<file path="config.mk">
export PLATFORM = sky130hd
export DESIGN_NAME = float_sub_seq
export DESIGN_NICKNAME = d
export VERILOG_FILES = /design/src/rtl/float_sub_seq.sv
export SDC_FILE = /design/constraint.sdc
export NUM_CORES = 1
export LEC_CHECK = 0
export ABC_CLOCK_PERIOD_IN_PS = 16470
export BUFFER_PORTS_ARGS = -buffer_cell sky130_fd_sc_hd__buf_2
export CAP_MARGIN = 10
export CELL_PAD_IN_SITES_DETAIL_PLACEMENT = 0
export CELL_PAD_IN_SITES_GLOBAL_PLACEMENT = 2
export CORE_MARGIN = 8
export CORE_UTILIZATION = 25
export DETAILED_ROUTE_END_ITERATION = 10
export PLACE_DENSITY = 0.64
export SLEW_MARGIN = 20
export SYNTH_ARGS = -nofsm -noshare
export SYNTH_HDL_FRONTEND = slang
export SYNTH_SLANG_ARGS = --single-unit
</file>
<file path="constraint.sdc">
create_clock -name clk -period 16.47 [get_ports clk]
set_input_delay 2.4705 -clock clk [delete_from_list [all_inputs] [get_ports clk]]
set_output_delay 2.4705 -clock clk [all_outputs]
set_load 0.03 [all_outputs]
</file>
<file path="src/rtl/float_sub_seq.sv">
`default_nettype none
// ============================================================================
// Module   : float_sub_seq
// Purpose  : Iterative IEEE-754 single-precision subtractor, vres = v1 - v2.
//            Unpack -> align -> add/sub -> shift-loop normalise -> RNE round.
//            Denormal inputs flush to zero; results too small flush to zero.
// Ports    : clk    rising-edge clock
//            rst_n  asynchronous active-low reset
//            start  one-cycle request, v1/v2 sampled while idle
//            v1,v2  minuend / subtrahend
//            busy   operation in flight
//            done   one-cycle pulse, vres/flags valid
//            vres   result, held until the next accepted start
//            flags  {invalid, overflow, underflow, inexact}
// Revision : 1.0 - initial release
// ============================================================================
module float_sub_seq #(
    parameter int EXP_W    = 8,
    parameter int MAN_W    = 23,
    parameter int MAX_NORM = 26
) (
    input  logic               clk,
    input  logic               rst_n,
    input  logic               start,
    input  logic [EXP_W+MAN_W:0] v1,
    input  logic [EXP_W+MAN_W:0] v2,
    output logic               busy,
    output logic               done,
    output logic [EXP_W+MAN_W:0] vres,
    output logic [3:0]         flags
);

    localparam int c_w     = 1 + EXP_W + MAN_W;   // word width
    localparam int c_m     = MAN_W + 4;           // hidden + fraction + G/R/S
    localparam int c_sh_w  = $clog2(c_m + 1);
    localparam int c_cnt_w = $clog2(MAX_NORM + 1);
    localparam logic [EXP_W:0]   c_emax = {1'b0, {EXP_W{1'b1}}};
    localparam logic [c_w-1:0]   c_qnan = {1'b0, {EXP_W{1'b1}}, 1'b1, {(MAN_W-1){1'b0}}};

    typedef enum logic [2:0] {
        S_IDLE   = 3'd0,
        S_UNPACK = 3'd1,
        S_ALIGN  = 3'd2,
        S_ADDSUB = 3'd3,
        S_NORM   = 3'd4,
        S_ROUND  = 3'd5,
        S_DONE   = 3'd6
    } state_t;

    state_t               r_state, w_next;
    logic [c_w-1:0]       r_op1, r_op2;       // r_op2 carries the inverted sign
    logic [EXP_W-1:0]     r_ea, r_eb;
    logic [c_m-1:0]       r_ma, r_mb;
    logic [EXP_W:0]       r_e;                // extra bit catches exponent overflow
    logic [c_m:0]         r_m;                // bit c_m is the adder carry-out
    logic                 r_sign, r_sub;
    logic [c_cnt_w-1:0]   r_cnt;
    logic [c_w-1:0]       r_vres;
    logic [3:0]           r_flags;

    // ------------------------------------------------------------------ unpack
    logic [EXP_W-1:0] w_e1, w_e2;
    logic [MAN_W-1:0] w_f1, w_f2;
    logic             w_s1, w_s2;
    logic             w_nan1, w_nan2, w_inf1, w_inf2, w_zero1, w_zero2, w_special;
    logic [c_w-1:0]   w_spec_res;
    logic [3:0]       w_spec_flg;

    assign w_s1 = r_op1[c_w-1];
    assign w_s2 = r_op2[c_w-1];
    assign w_e1 = r_op1[c_w-2:MAN_W];
    assign w_e2 = r_op2[c_w-2:MAN_W];
    assign w_f1 = r_op1[MAN_W-1:0];
    assign w_f2 = r_op2[MAN_W-1:0];

    assign w_nan1  = (&w_e1) &  (|w_f1);
    assign w_nan2  = (&w_e2) &  (|w_f2);
    assign w_inf1  = (&w_e1) & ~(|w_f1);
    assign w_inf2  = (&w_e2) & ~(|w_f2);
    // exponent 0 covers both true zero and denormals, which are flushed
    assign w_zero1 = ~(|w_e1);
    assign w_zero2 = ~(|w_e2);
    assign w_special = w_nan1 | w_nan2 | w_inf1 | w_inf2 | (w_zero1 & w_zero2);

    always_comb begin
        w_spec_res = '0;
        w_spec_flg = 4'b0000;
        if (w_nan1 | w_nan2 | (w_inf1 & w_inf2 & (w_s1 ^ w_s2))) begin
            w_spec_res = c_qnan;
            w_spec_flg = 4'b1000;
        end else if (w_inf1) begin
            w_spec_res = {w_s1, {EXP_W{1'b1}}, {MAN_W{1'b0}}};
        end else if (w_inf2) begin
            w_spec_res = {w_s2, {EXP_W{1'b1}}, {MAN_W{1'b0}}};
        end else begin
            // both zero: negative only for (-0) - (+0)
            w_spec_res = {w_s1 & w_s2, {(c_w-1){1'b0}}};
        end
    end

    // ------------------------------------------------------------------- align
    logic             w_a_ge;
    logic [EXP_W-1:0] w_big_e, w_sml_e, w_diff;
    logic [c_m-1:0]   w_big_m, w_sml_m, w_mask, w_aligned;
    logic [c_sh_w-1:0] w_sh;
    logic             w_lost;

    assign w_a_ge  = {r_ea, r_ma} >= {r_eb, r_mb};
    assign w_big_e = w_a_ge ? r_ea : r_eb;
    assign w_sml_e = w_a_ge ? r_eb : r_ea;
    assign w_big_m = w_a_ge ? r_ma : r_mb;
    assign w_sml_m = w_a_ge ? r_mb : r_ma;
    assign w_diff  = w_big_e - w_sml_e;
    assign w_sh    = (w_diff > EXP_W'(c_m)) ? c_sh_w'(c_m) : w_diff[c_sh_w-1:0];
    assign w_mask  = ~({c_m{1'b1}} << w_sh);
    assign w_lost  = |(w_sml_m & w_mask);
    assign w_aligned = (w_sml_m >> w_sh) | {{(c_m-1){1'b0}}, w_lost};

    // ------------------------------------------------------------------ addsub
    logic [c_m:0] w_sum;
    assign w_sum = r_sub ? ({1'b0, r_ma} - {1'b0, r_mb})
                         : ({1'b0, r_ma} + {1'b0, r_mb});

    // -------------------------------------------------------------------- norm
    logic               w_carry, w_uflow, w_norm_done;
    logic [EXP_W:0]     w_e_dec;
    logic [c_cnt_w-1:0] w_cnt_nx;

    assign w_carry     = r_m[c_m];
    assign w_e_dec     = r_e - 1'b1;
    assign w_cnt_nx    = r_cnt + 1'b1;
    assign w_uflow     = ~w_carry & (w_e_dec == '0);
    // look one bit ahead so the shift that sets the MSB also leaves the loop
    assign w_norm_done = w_carry | r_m[c_m-2] | (w_cnt_nx >= c_cnt_w'(MAX_NORM));

    // ------------------------------------------------------------------- round
    logic               w_g, w_r, w_st, w_up, w_inex, w_rcarry, w_ovf;
    logic [MAN_W+1:0]   w_rnd;
    logic [EXP_W:0]     w_e_fin;
    logic [MAN_W-1:0]   w_frac;

    assign w_g      = r_m[2];
    assign w_r      = r_m[1];
    assign w_st     = r_m[0];
    assign w_inex   = w_g | w_r | w_st;
    assign w_up     = w_g & (w_r | w_st | r_m[3]);
    assign w_rnd    = {1'b0, r_m[c_m-1:3]} + {{(MAN_W+1){1'b0}}, w_up};
    assign w_rcarry = w_rnd[MAN_W+1];
    assign w_e_fin  = r_e + {{EXP_W{1'b0}}, w_rcarry};
    assign w_ovf    = w_e_fin >= c_emax;
    assign w_frac   = w_rcarry ? w_rnd[MAN_W:1] : w_rnd[MAN_W-1:0];

    // --------------------------------------------------------------------- fsm
    always_ff @(posedge clk or negedge rst_n) begin
        if (!rst_n) r_state <= S_IDLE;
        else        r_state <= w_next;
    end

    always_comb begin
        w_next = r_state;
        case (r_state)
            S_IDLE:   if (start) w_next = S_UNPACK;
            S_UNPACK: w_next = w_special ? S_DONE : S_ALIGN;
            S_ALIGN:  w_next = S_ADDSUB;
            S_ADDSUB: begin
                if (w_sum == '0)                         w_next = S_DONE;
                else if (w_sum[c_m] | ~w_sum[c_m-1])     w_next = S_NORM;
                else                                     w_next = S_ROUND;
            end
            S_NORM: begin
                if (w_uflow)          w_next = S_DONE;
                else if (w_norm_done) w_next = S_ROUND;
                else                  w_next = S_NORM;
            end
            S_ROUND:  w_next = S_DONE;
            S_DONE:   w_next = S_IDLE;
            default:  w_next = S_IDLE;
        endcase
    end

    // ---------------------------------------------------------------- datapath
    always_ff @(posedge clk or negedge rst_n) begin
        if (!rst_n) begin
            r_op1   <= '0;
            r_op2   <= '0;
            r_ea    <= '0;
            r_eb    <= '0;
            r_ma    <= '0;
            r_mb    <= '0;
            r_e     <= '0;
            r_m     <= '0;
            r_sign  <= 1'b0;
            r_sub   <= 1'b0;
            r_cnt   <= '0;
            r_vres  <= '0;
            r_flags <= 4'b0000;
        end else begin
            case (r_state)
                S_IDLE: begin
                    if (start) begin
                        r_op1 <= v1;
                        r_op2 <= {~v2[c_w-1], v2[c_w-2:0]};
                        r_cnt <= '0;
                    end
                end
                S_UNPACK: begin
                    if (w_special) begin
                        r_vres  <= w_spec_res;
                        r_flags <= w_spec_flg;
                    end
                    r_ea <= w_zero1 ? '0 : w_e1;
                    r_eb <= w_zero2 ? '0 : w_e2;
                    r_ma <= w_zero1 ? '0 : {1'b1, w_f1, 3'b000};
                    r_mb <= w_zero2 ? '0 : {1'b1, w_f2, 3'b000};
                end
                S_ALIGN: begin
                    r_e    <= {1'b0, w_big_e};
                    r_ma   <= w_big_m;
                    r_mb   <= w_aligned;
                    r_sign <= w_a_ge ? w_s1 : w_s2;
                    r_sub  <= w_s1 ^ w_s2;
                end
                S_ADDSUB: begin
                    r_m <= w_sum;
                    if (w_sum == '0) begin
                        r_vres  <= '0;
                        r_flags <= 4'b0000;
                    end
                end
                S_NORM: begin
                    if (w_carry) begin
                        // fold the dropped bit into sticky
                        r_m <= {1'b0, r_m[c_m:2], r_m[1] | r_m[0]};
                        r_e <= r_e + 1'b1;
                    end else if (w_uflow) begin
                        r_vres  <= {r_sign, {(c_w-1){1'b0}}};
                        r_flags <= 4'b0010;
                    end else begin
                        r_m   <= {r_m[c_m-1:0], 1'b0};
                        r_e   <= w_e_dec;
                        r_cnt <= w_cnt_nx;
                    end
                end
                S_ROUND: begin
                    if (w_ovf) begin
                        r_vres  <= {r_sign, {EXP_W{1'b1}}, {MAN_W{1'b0}}};
                        r_flags <= 4'b0101;
                    end else begin
                        r_vres  <= {r_sign, w_e_fin[EXP_W-1:0], w_frac};
                        r_flags <= {3'b000, w_inex};
                    end
                end
                default: ;
            endcase
        end
    end

    assign busy  = (r_state != S_IDLE) && (r_state != S_DONE);
    assign done  = (r_state == S_DONE);
    assign vres  = r_vres;
    assign flags = r_flags;

endmodule
`default_nettype wire
</file>
# ---- Word-level counts from Yosys, hierarchy flattened
# Index checks and enable logic that the tools add are counted.
dict set report op_classes {
  addsub 8
  magnitude_cmp 4
  eq_ne 15
  shift 2
  muxes 47
  n_bitwise 33
  reduce_logical 23
}
# operator count
set op_table {}
lappend op_table {{32-bit two-way mux} 7}
lappend op_table {{32-bit case mux with 4 select lines} 1}
lappend op_table {{27-bit two-way mux} 4}
lappend op_table {{27-bit case mux with 2 select lines} 2}
lappend op_table {{28-bit two-way mux} 3}
lappend op_table {{28-bit case mux with 2 select lines} 1}
lappend op_table {{23-bit OR reduction} 2}
lappend op_table {{35-bit >= comparator} 1}
lappend op_table {{8-bit two-way mux} 4}
lappend op_table {{31-bit two-way mux} 1}
lappend op_table {{27-bit by 27-bit adder with 28-bit output} 1}
lappend op_table {{28-bit zero test} 1}
lappend op_table {{27-bit by 27-bit subtractor with 28-bit output} 1}
lappend op_table {{27-bit bitwise AND} 1}
lappend op_table {{27-bit NOT} 1}
lappend op_table {{27-bit by 1-bit bitwise OR with 27-bit output} 1}
lappend op_table {{27-bit OR reduction} 1}
lappend op_table {{27-bit by 5-bit left shift with 27-bit output (first input constant)} 1}
lappend op_table {{27-bit by 5-bit right shift with 27-bit output} 1}
lappend op_table {{24-bit by 1-bit adder with 25-bit output} 1}
lappend op_table {{23-bit two-way mux} 1}
lappend op_table {{4-bit two-way mux} 5}
lappend op_table {{5-bit two-way mux} 4}
lappend op_table {{9-bit two-way mux} 2}
lappend op_table {{other kinds (35)} 84}
dict set report totals {
  register_bits 217
  inputBits 67
  out_inout_bits 38
  word_cells 147
}

# ---- Logic depth before layout (Yosys ltp)
dict set report depth {
  depth_word 11
  depth_mapped 29
  mapped_depth_nobuf 23
}

# ---- Worst setup path before layout
# OpenSTA, ideal clock, no wires.
dict set report synth_timing {
  kind {register to register}
  startpoint {register r_mb[13]}
  endpoint {register r_mb[0]}
  setup_time_ns 0.126
  arrival_ns 6.168
  required_ns 16.344
  setup_slack_ns 10.176
  path_stages_with_launch 28
  path_buffers 4
  period_less_slack_ns 6.294
  cell_sequence {dfrtp_1 > clkbuf_1 > inv_1 > ha_1 > a21oi_1 > nand2_1 > a221oi_1 > o221ai_4 > nor2_1 > clkbuf_1 > buf_1 > buf_1 > mux2i_1 > ha_1 > nand2_1 > o211ai_1 > a21o_1 > a211o_1 > nor3_1 > nor3_1 > nor3_1 > o22a_1 > nand3_2 > a211oi_1 > nor3_1 > o31a_1 > o41a_1 > a311o_1}
}
dict set report synth_between {
  elab_chain_cells 11
  word_cells_on_any_way 14
  cone_classes {add/sub (1); order compare (2); shift (2); mux (5); bitwise (3); reduce/logical (1)}
}
# item line_no
set synth_lines {}
lappend synth_lines {{start, declared} 53} ;# logic [c_m-1:0] r_ma, r_mb;
lappend synth_lines {{start signal, assigned} 214} ;# r_mb <= w_zero2 ? '0 : {1'b1, w_f2, 3'b000};
lappend synth_lines {{start signal, assigned} 219} ;# r_mb <= w_aligned;
lappend synth_lines {{35-bit >= comparator} 108} ;# assign w_a_ge = {r_ea, r_ma} >= {r_eb, r_mb};
lappend synth_lines {{8-bit two-way mux, on equally long branches} {109, 110}}
lappend synth_lines {{8-bit subtractor} 113} ;# assign w_diff = w_big_e - w_sml_e;
lappend synth_lines {{8-bit by 5-bit > comparator with 1-bit output} 114} ;# assign w_sh = (w_diff > EXP_W'(c_m)) ? c_sh_w'(c_m) : w_diff[c_sh_w-1:0];
lappend synth_lines {{5-bit two-way mux} 114}
lappend synth_lines {{27-bit by 5-bit left shift with 27-bit output} 115} ;# assign w_mask = ~({c_m{1'b1}} << w_sh);
lappend synth_lines {{27-bit NOT} 115}
lappend synth_lines {{27-bit bitwise AND} 116} ;# assign w_lost = |(w_sml_m & w_mask);
lappend synth_lines {{27-bit OR reduction} 116}
lappend synth_lines {{27-bit by 1-bit bitwise OR with 27-bit output *} 117} ;# assign w_aligned = (w_sml_m >> w_sh) | {{(c_m-1){1'b0}}, w_lost};
lappend synth_lines {{27-bit case mux with 2 select lines *} 198} ;# case (r_state)
# Mark *: on every way between the ends. The rest lies on a longest branch, timed or not.
# A chain may end at the register's enable or synchronous reset.

# ---- Worst setup path in the final report
dict set report layout_timing {
  startpoint {register r_eb[0]}
  endpoint {register r_mb[1]}
}
dict set report layout_between {
  elab_chain_cells 8
  word_cells_on_any_way 10
  cone_classes {add/sub (1); order compare (2); shift (1); mux (5); bitwise (1)}
}
# item line_no
set layout_lines {}
lappend layout_lines {{start, declared} 52} ;# logic [EXP_W-1:0] r_ea, r_eb;
lappend layout_lines {{start signal, assigned} 212} ;# r_eb <= w_zero2 ? '0 : w_e2;
lappend layout_lines {{35-bit >= comparator} 108}
lappend layout_lines {{8-bit two-way mux, on equally long branches} {109, 110}}
lappend layout_lines {{8-bit subtractor} 113}
lappend layout_lines {{8-bit by 5-bit > comparator with 1-bit output} 114}
lappend layout_lines {{5-bit two-way mux} 114}
lappend layout_lines {{27-bit by 5-bit right shift with 27-bit output *} 117}
lappend layout_lines {{27-bit by 1-bit bitwise OR with 27-bit output *} 117}
lappend layout_lines {{27-bit case mux with 2 select lines *} 198}
# Marked as above.

==> impl_metrics.yaml <==
critical_path:
  crit_slowest_cell: "mux2i_1"
  crit_chain: "inv_1 -> ha_1 -> nand4_1 -> nor4_4 -> nand4_2 -> o221ai_4 -> nor2_4 -> mux2i_1 -> ha_1 -> nand2_1 -> o211ai_1 -> a21o_1 -> a211o_1 -> nor3_1 -> nor3_1 -> nor3_1 -> o22a_1 -> buf_4 -> nand3_2 -> mux2i_1 -> a211oi_1 -> a211o_1 -> a311oi_1 -> a32o_1"
  cp_max_fo: 25
  cp.arrival_ns: 7.65
  cp_top_family: "simple AND/OR/NAND/NOR gates"
  end_kind: "register"
  worst_path_largest_cell_delay_ns: 0.79
  required_ns: 16.99
  critical_path_class: "reg2reg"
  path_depth: 24
  path_buf_inv: 2
  r2r_cells: 24
  start_kind: "register"
  cpMostUsedCell: "nor3_1"
clock_network:
  h-tree-depth: 1
  cts_tree: "built"
  cts.sinks: 217
  cts_root_buffer: "clkbuf_16"
  postCtsSetupRepairBufs: 0
  cts_buffer_depth: 3
  cts_buffers: 29
  cts_hold_buf: 0
  clk_latency_ns: 0.59
  cts_resized: 0
  cts.reportedPaths.clkPinSlew_ns: 0.06
die:
  io_pins: 105
  dieArea_sq_um: 72400
  die_x_microns: 269
  initial_core_util_pct: 25.3
  coreArea_sq_um: 63200
  row_count: 92
  die_h_microns: 269
worst_hold_path:
  holdPathStages: 1
  hp-class: "reg2reg"
global_routing:
  track_usage_pct: 17.9
  met3_usage_pct: 3.50
  grt_pass1_vias: 15100
  grt.overflow.total: 0
  grt.busiest_layer: "met2"
  grt.met2_usage_pct: 27.1
  grt_pass1_wl_microns: 99800
  grt_max_degree: 102
  met1_usage_pct: 25.2
  antenna_found_initial: 0
timing:
  drv_slew: 0
  finClkSkew_ns: 0.0266
  hold_violations: 0
  fin_tns_setup_ns: 0
  finalSetupViolations: 0
  finalCritPeriodShare_pct: 43.3
  fin_crit_ns: 7.13
  worstMarginPinSlew_ns: 1.04
  fmax_mhz: 140
  rsz0062_at_grt: "false"
  relSlewSlack_pct: 30.3
routing:
  antenna_left: 0
  num_vias: 15200
  drt-total-wl_microns: 65900
  first_pass_iters: 5
  drtIter0Drc: 1397
  via_per_inst: 5.38
  drcViolationCount: 0
  wl_per_cell_microns: 23.3
logic_synthesis:
  synth.most_common_cell: "nand2_1"
  ys_warn_count: 0
  async_reset_ff_share_pct: 100
  yosysTopAreaCell: "dfrtp_1"
  synth_common_cells: "248 x nand2_1, 217 x dfrtp_1, 175 x nor2_1"
  post_synth.cell_area_avg_sq_um: 8.36
  synthTopCellsByArea: "dfrtp_1 34%, nand2_1 5.8%, mux2_2 5.7%"
  yosysUniqueCellTypes: 92
  synth_top_area_share_pct: 33.9
  ys.flop_type: "dfrtp_1"
  syn-num-nets: 2053
  synth_cells: 1913
  ys_seq_area_share_pct: 33.9
  syn-cell-area_sq_um: 16000
  synth_edf_count: 0
  synth_seq_cells: 217
place:
  portBuffers: 104
  gp_congestion: 0.929
  dp.cells: 2768
  hpwl_microns: 49900
final_layout:
  drive_gt1_share_pct: 15.4
  area_delta_synth_final_pct: 15.0
  nFillCells: 6763
  instances_no_fill: 2822
  final_net_count: 2094
  num_antenna_cells: 0
status:
  status: "completed"
run:
  drv_cap: 0
[path summary, 6_finish.rpt]
path | slack [ns] | to | from
worst max-delay path | 9.34 | r_mb[1]$_DFFE_PN0P_ | r_eb[0]$_DFFE_PN0P_
worst min-delay path | 0.48 | vres[0]$_DFFE_PN0P_ | vres[0]$_DFFE_PN0P_
worst max register to register | 9.34 | r_mb[1]$_DFFE_PN0P_ | r_eb[0]$_DFFE_PN0P_
worst min register to register | 0.48 | vres[0]$_DFFE_PN0P_ | vres[0]$_DFFE_PN0P_
max in group asynchronous | 13.08 | r_ma[3]$_DFFE_PN0P_ | rst_n
min in group asynchronous | 1.94 | vres[29]$_DFFE_PN0P_ | rst_n
[kinds of logic (layout without fill, tap and decap cells)]
group | after synthesis | after routing | synth area share, %
fa+ha+maj | 73 | 73 | 5.75
simple gates | 685 | 685 | 20.1
buf+inv | 191 | 254 | 4.72
mux | 111 | 111 | 7.58
xor+xnor | 81 | 81 | 4.43
compound gates | 555 | 555 | 23.5
flops | 217 | 217 | 33.9
[placed cells by master (no fill, tap or decap), drive strengths merged, types with 8 or more instances in the layout]
master	instances
o21a	8
nor3	48
and2	8
xnor2	70
a31oi	45
a211o	15
a21o	19
o311ai	14
nor3b	8
o2bb2ai	14
ha	72
o211ai	20
a32oi	15
inv	74
o21ai	138
nand2	250
nor2	177
nor2b	16
buf	128
nor4	26
a22oi	10
nand3	72
and3	17
a2111oi	17
a211oi	18
a21oi	115
dfrtp	217
xor2	11
mux2	82
nand4	22
clkbuf	39
a221oi	8
mux2i	29
[state kept, by name (all words and copies together) (netlist names)]
signal,count
r_eb,8
r_e,9
vres,32
r_m,28
r_state,3
r_op2,32
r_sub,1
r_ea,8
r_sign,1
r_op1,32
r_ma,27
flags,4
r_cnt,5
r_mb,27
[cell type report]
| cell class | instances | area, sq um | area share [%] |
|---|---|---|---|
| multi-input cells | 1505 | 9890 | 53.7 |
| clock buffers | 39 | 813 | 4.42 |
| flip-flops and latches | 217 | 5430 | 29.5 |
| well taps | 846 | 1060 | 5.75 |
| clock inverters | 14 | 209 | 1.14 |
| inverters | 72 | 270 | 1.47 |
| repair buffers | 129 | 741 | 4.02 |
[per-stage QoR]
| step | area (sq um) | utilization (%) | hold slack (ns) | setup WS (ns) |
|---|---|---|---|---|
| 6_report | 18400 | 29.1 | 0.479 | 9.34 |
| 5_1_grt | 18400 | 29.1 | 0.496 | 8.78 |
| 4_1_cts | 18400 | 29.1 | 0.487 | 9.42 |
| 3_5_place_dp | 17400 | 27.5 | 0.471 | 9.44 |
| 3_3_place_gp | 17300 | 27.4 | 0.468 | 9.60 |
| 2_1_floorplan | 16000 | - | 0.471 | 10.18 |
[layer usage]
| metal | part of all wire, % | routed length, microns | up-vias |
|---|---|---|---|
| li1 | - | - | 7112 |
| met1 | 47 | 30900 | 7473 |
| met2 | 43 | 28100 | 514 |
| met3 | 6.7 | 4390 | 90 |
| met4 | 3.8 | 2500 | 0 |
| met5 | 0 | 0 | - |
Power is not shown: default switching activity piles up to over one toggle a cycle in this logic, so the estimate is an artifact.
